File: src/rtl/logical_operand_sequencer_pkg.sv
// Shared constants for the operand sequencer stage.
// State encodings and default widths.
package logical_operand_sequencer_pkg;

  localparam int DEF_WIDTH = 4;
  localparam int DEF_CNT_W = 8;

  localparam logic [1:0] ST_LOAD = 2'd0;
  localparam logic [1:0] ST_EVAL = 2'd1;
  localparam logic [1:0] ST_HOLD = 2'd2;

endpackage

File: src/rtl/logical_operand_sequencer_if.sv
// Operand stream, operator link and result
// handshake bundle for the sequencer stage.
interface logical_operand_sequencer_if
  import logical_operand_sequencer_pkg::*;
#(
  parameter int WIDTH = DEF_WIDTH,
  parameter int CNT_W = DEF_CNT_W
);

  logic             flush;
  logic             in_valid;
  logic             in_ready;
  logic [WIDTH-1:0] in_data;
  logic [WIDTH-1:0] a;
  logic [WIDTH-1:0] b;
  logic [WIDTH-1:0] c;
  logic [WIDTH-1:0] d;
  logic             op_valid;
  logic             x;
  logic             y;
  logic             res_x;
  logic             res_y;
  logic             res_valid;
  logic             res_ack;
  logic [CNT_W-1:0] txn_count;

  modport slave (
    input  flush, in_valid, in_data,
    input  x, y, res_ack,
    output in_ready, a, b, c, d,
    output op_valid, res_x, res_y,
    output res_valid, txn_count
  );

  modport master (
    output flush, in_valid, in_data,
    output x, y, res_ack,
    input  in_ready, a, b, c, d,
    input  op_valid, res_x, res_y,
    input  res_valid, txn_count
  );

endinterface

File: src/rtl/logical_operand_sequencer.sv
// Serial-to-parallel operand loader feeding
// logical_operators, with registered results.
module logical_operand_sequencer
  import logical_operand_sequencer_pkg::*;
#(
  parameter int WIDTH = DEF_WIDTH,
  parameter int CNT_W = DEF_CNT_W
) (
  input logic                        clk,
  input logic                        rst,
  logical_operand_sequencer_if.slave io
);

  logic [1:0]       state_q, state_d;
  logic [1:0]       idx_q, idx_d;
  logic [WIDTH-1:0] opnd_q [4];
  logic [WIDTH-1:0] opnd_d [4];
  logic             res_x_q, res_x_d;
  logic             res_y_q, res_y_d;
  logic             rvld_q, rvld_d;
  logic [CNT_W-1:0] cnt_q, cnt_d;
  logic             is_load, is_eval, is_hold;
  logic             accept;

  assign is_load = (state_q == ST_LOAD);
  assign is_eval = (state_q == ST_EVAL);
  assign is_hold = (state_q == ST_HOLD);
  // flush beats a same-cycle operand
  assign accept  = is_load & io.in_valid
                 & ~io.flush;

  // next-state: load, evaluate, hold result
  always_comb begin
    state_d = state_q;
    idx_d   = idx_q;
    opnd_d  = opnd_q;
    res_x_d = res_x_q;
    res_y_d = res_y_q;
    rvld_d  = rvld_q;
    cnt_d   = cnt_q;
    unique case (1'b1)
      is_load: begin
        if (io.flush) begin
          idx_d = 2'd0;
        end else if (accept) begin
          opnd_d[idx_q] = io.in_data;
          idx_d = idx_q + 2'd1;
          if (idx_q == 2'd3)
            state_d = ST_EVAL;
        end
      end
      is_eval: begin
        res_x_d = io.x;
        res_y_d = io.y;
        rvld_d  = 1'b1;
        state_d = ST_HOLD;
      end
      is_hold: begin
        if (io.res_ack) begin
          rvld_d  = 1'b0;
          cnt_d   = cnt_q + 1'b1;
          state_d = ST_LOAD;
        end
      end
      default: begin
        idx_d   = 2'd0;
        state_d = ST_LOAD;
      end
    endcase
  end

  // state registers with synchronous reset
  always_ff @(posedge clk) begin
    if (rst) begin
      state_q <= ST_LOAD;
      idx_q   <= 2'd0;
      opnd_q  <= '{default: '0};
      res_x_q <= 1'b0;
      res_y_q <= 1'b0;
      rvld_q  <= 1'b0;
      cnt_q   <= '0;
    end else begin
      state_q <= state_d;
      idx_q   <= idx_d;
      opnd_q  <= opnd_d;
      res_x_q <= res_x_d;
      res_y_q <= res_y_d;
      rvld_q  <= rvld_d;
      cnt_q   <= cnt_d;
    end
  end

  assign io.in_ready  = is_load;
  assign io.op_valid  = is_eval;
  assign io.a         = opnd_q[0];
  assign io.b         = opnd_q[1];
  assign io.c         = opnd_q[2];
  assign io.d         = opnd_q[3];
  assign io.res_x     = res_x_q;
  assign io.res_y     = res_y_q;
  assign io.res_valid = rvld_q;
  assign io.txn_count = cnt_q;

endmodule

File: src/flat_wrapper.sv
// flat-port wrapper written by rule: the top's interface ports become plain ports
module logical_operand_sequencer_flat import logical_operand_sequencer_pkg::*;
#(
  parameter int WIDTH = DEF_WIDTH,
  parameter int CNT_W = DEF_CNT_W
)
  (clk, rst, io_flush, io_in_valid, io_in_data, io_x, io_y, io_res_ack, io_in_ready, io_a, io_b, io_c, io_d, io_op_valid, io_res_x, io_res_y, io_res_valid, io_txn_count);
  logical_operand_sequencer_if #(.WIDTH(WIDTH), .CNT_W(CNT_W)) io_i ();
  input logic clk;
  input logic rst;
  input wire logic [$bits(io_i.flush)-1:0] io_flush;
  input wire logic [$bits(io_i.in_valid)-1:0] io_in_valid;
  input wire logic [$bits(io_i.in_data)-1:0] io_in_data;
  input wire logic [$bits(io_i.x)-1:0] io_x;
  input wire logic [$bits(io_i.y)-1:0] io_y;
  input wire logic [$bits(io_i.res_ack)-1:0] io_res_ack;
  output wire logic [$bits(io_i.in_ready)-1:0] io_in_ready;
  output wire logic [$bits(io_i.a)-1:0] io_a;
  output wire logic [$bits(io_i.b)-1:0] io_b;
  output wire logic [$bits(io_i.c)-1:0] io_c;
  output wire logic [$bits(io_i.d)-1:0] io_d;
  output wire logic [$bits(io_i.op_valid)-1:0] io_op_valid;
  output wire logic [$bits(io_i.res_x)-1:0] io_res_x;
  output wire logic [$bits(io_i.res_y)-1:0] io_res_y;
  output wire logic [$bits(io_i.res_valid)-1:0] io_res_valid;
  output wire logic [$bits(io_i.txn_count)-1:0] io_txn_count;
  assign io_i.flush = io_flush;
  assign io_i.in_valid = io_in_valid;
  assign io_i.in_data = io_in_data;
  assign io_i.x = io_x;
  assign io_i.y = io_y;
  assign io_i.res_ack = io_res_ack;
  assign io_in_ready = io_i.in_ready;
  assign io_a = io_i.a;
  assign io_b = io_i.b;
  assign io_c = io_i.c;
  assign io_d = io_i.d;
  assign io_op_valid = io_i.op_valid;
  assign io_res_x = io_i.res_x;
  assign io_res_y = io_i.res_y;
  assign io_res_valid = io_i.res_valid;
  assign io_txn_count = io_i.txn_count;
  logical_operand_sequencer #(.WIDTH(WIDTH), .CNT_W(CNT_W)) u_core (.clk(clk), .rst(rst), .io(io_i));
endmodule
File: config.mk
export PLATFORM = sky130hd
export DESIGN_NAME = logical_operand_sequencer_flat
export DESIGN_NICKNAME = d
export VERILOG_FILES = /design/src/rtl/logical_operand_sequencer_pkg.sv /design/src/rtl/logical_operand_sequencer_if.sv /design/src/rtl/logical_operand_sequencer.sv /design/src/flat_wrapper.sv
export SDC_FILE = /design/constraint.sdc
export NUM_CORES = 1
export LEC_CHECK = 0
export ABC_AREA = 1
export CELL_PAD_IN_SITES_DETAIL_PLACEMENT = 0
export CELL_PAD_IN_SITES_GLOBAL_PLACEMENT = 1
export CORE_MARGIN = 2
export CORE_UTILIZATION = 35
export DETAILED_ROUTE_END_ITERATION = 6
export GPL_TIMING_DRIVEN = 1
export HOLD_SLACK_MARGIN = 0.1
export PLACE_DENSITY_LB_ADDON = 0.1
export SYNTH_ARGS = -nofsm -noshare
export SYNTH_HDL_FRONTEND = slang
export SYNTH_SLANG_ARGS = --single-unit
File: constraint.sdc
create_clock -name clk -period 4 [get_ports clk]
set_clock_uncertainty 0.15 [all_clocks]
set_input_delay 1.2 -clock clk [delete_from_list [all_inputs] [get_ports clk]]
set_output_delay 1.2 -clock clk [all_outputs]
set_load 0.005 [all_outputs]
==> results.toml <==
[outcome]
status = "finished clean"

[timing]
timing.slew.headroom = 0.588
whs_ns = 0.320
fin_crit_ns = 2.93
max_slew.worst_pin.slew_ns = 0.618
final-max-slew-violation-count = 0
hold_viol = 0
tns_ns = 0
setup_violations = 0
rsz0062_at_grt = "no"
fin_crit_sh = 0.732
max_freq_ghz = 0.342

[pwr]
power_density_nw_per_um2 = 358
switching_power_uw = 147
intPower_uw = 541
share_comb_of_total_power = 0.073
p_leak_nw = 0.793
seq_power_share = 0.463
total_power_uw = 688
irDropWorstVdd_mv = 0.246
p_clk_frac = 0.464
switching_share = 0.214

[floorplan]
dieArea_um2 = 4440
die_height_um = 66.7
coreArea_um2 = 3720
dieWidth_um = 66.7
row_count = 22
ios = 40
initial_core_util = 0.370

[job]
cap_viol_max_count = 0

[final_layout]
multi_input_area_um2 = 627
antennaDiodeCount = 0
regArea_um2 = 621
final_common_cell = "clkdlybuf4s50_1"
final_layout_size_suffix_gt1_frac = 0.0633
layout.nets = 239
area_growth_pct = 40.1
fillers = 392
final_cell_mix = "clkdlybuf4s50_1 (39), dfxtp_1 (31), inv_1 (29)"

[hold_path]
worst_hold_path.endpoint = "u_core.io.txn_count[6]"
holdPathStages = 2
min-delay-start = "u_core.io.txn_count[6]"
hold_class = "register to register"

[synthesis]
synth_compound_area_frac = 0.162
synth_area_leaders = "dfxtp_1 (45%), a21oi_1 (8.7%), inv_1 (7.9%)"
synth_top_family_by_area = "simple AND/OR/NAND/NOR gates"
synth_top_area_share = 0.452
synthCells = 177
avgSynthCellArea_um2 = 7.76
synth_mux_area_frac = 0
synth_warnings = 0
synthXorXnorAreaFrac = 0.00638
synth_nets = 196
synth-simple-area-share = 0.215
synth_fa_ha_area_frac = 0.0729
synth.largest_area_cell = "dfxtp_1"
ys_seq_area_frac = 0.452
ys_seq_elements = 31
syn_area_um2 = 1370
ys_types = 19

[clocking]
cts_resized = 0
clockBufferDepth = 2
cts_tree = "done"
postCtsSetupBuffers = 0
path_clk_slew_ns = 0.07
cts_buffers = 5
cts.sinks = 31
postCtsHoldBufs = 0
cts-htree-levels = 2
ctsRootBufferMaster = "clkbuf_8"
clk_latency_ns = 0.28

[grt]
track_usage = 0.158
grt_max_degree = 23
overflow = 0
grt_pass1_wl_um = 5240
grt_pass1_vias = 1162
antenna_found_initial = 0

[worst_setup_path]
cp.arrival_ns = 1.58
cp-start-kind = "register"
r2r_start = "u_core.state_q[1]"
crit_slowest_cell = "clkdlybuf4s50_1"
critPathMaxStageDelay_ns = 0.56
r2r_setup_slack_ns = 2.40
regToRegEndpoint = "u_core.io.c[1]"
worst_ep_required_time_ns = 2.65
path_cells = "inv_1 > ha_1 > clkdlybuf4s50_1"
critPathKind = "register to primary output"
cp_max_fo = 8
r2r_cells = 6
end_kind = "primary output"

[routing]
wl_um = 3200
first_pass_iters = 4
drt_iter0_drc = 46
viasPerCell = 4.58
wire_per_inst_um = 11.9
via_count = 1233
ant_nets = 0
drc = 0

[placement]
io_buffers = 39
dp_hpwl_um = 2370
gp_routability_congestion = 0.713
[critical path: cells and delay by family (launching register included)]
kind	cells	cell delay (ns)
adder cells (fa/ha/maj)	1	0.33
buffers and inverters	2	0.66
flip-flops	1	0.32
[state kept, by name, summed over array words and instances, names as in the netlist]
name / count
u_core.io.res_valid: 1
u_core.io.a: 4
u_core.io.c: 4
u_core.state_q: 2
u_core.idx_q: 2
u_core.io.res_y: 1
u_core.io.d: 4
u_core.io.res_x: 1
u_core.io.b: 4
u_core.io.txn_count: 8
[layout make-up]
type                    instances  share of cell area
inverters                      29              0.0566
repair buffers                 39               0.203
multi-input cells             114               0.326
well taps                      48              0.0312
flip-flops and latches         31               0.322
clock inverters                 2              0.0182
clock buffers                   6              0.0429
[through the flow]
step	util	instance area, um2	setup slack, ns	cells
after CTS	0.518	1920	1.04	269
after floorplan	-	1370	1.98	177
after global routing	0.518	1920	0.971	269
after detailed placement	0.486	1810	1.04	261
final	0.518	1920	1.07	269
after global placement	0.486	1810	1.14	261
[worst max path at each step]
| stage | start | to | slack, ns | cells after the start |
|---|---|---|---|---|
| 2_1_floorplan | u_core.state_q[0] | io_in_ready | 1.98 | 2 |
| 3_3_place_gp | rst | u_core.io.c[1] | 1.14 | 4 |
| 3_5_place_dp | rst | u_core.io.b[1] | 1.04 | 4 |
| 4_1_cts | u_core.state_q[1] | io_in_ready | 1.04 | 3 |
| 5_1_grt | u_core.state_q[0] | io_in_ready | 0.97 | 3 |
| 6_report | u_core.state_q[1] | io_in_ready | 1.07 | 3 |
[per-layer routing]
layer	wire length, um	GRT usage
met3	179	0.0507
met5	0	0
met4	10	0.0536
met1	1470	0.183
met2	1540	0.273
[synthesized netlist by cell type, drive strengths merged]
cell type  number
nand2          21
nor3            2
nand4           4
nand3          11
or2             1
ha              8
o21a            1
xor2            1
nor2           22
a21oi          24
o21ai          19
clkbuf          1
dfxtp          31
inv            29
buf             2
[power groups by stage]
stage | Clock [mW] | Sequential, mW | Combinational, mW
2_1_floorplan | 0 | 0.325 | 0.0245
3_3_place_gp | 0 | 0.325 | 0.0498
3_5_place_dp | 0 | 0.325 | 0.0506
4_1_cts | 0.328 | 0.318 | 0.0511
5_1_grt | 0.339 | 0.319 | 0.0561
6_report | 0.319 | 0.318 | 0.0502
[cell families (layout without fill, tap and decap cells)]
family                     after synthesis  in the layout
AOI/OAI and AO/OA                       44             44
xor gates and xnor gates                 1              1
adders and majority gates                8              8
buffers and inverters                   32             76
DFF                                     31             31
and+or+nand+nor                         61             61
Note: power is estimated with default switching activity, not from simulation.
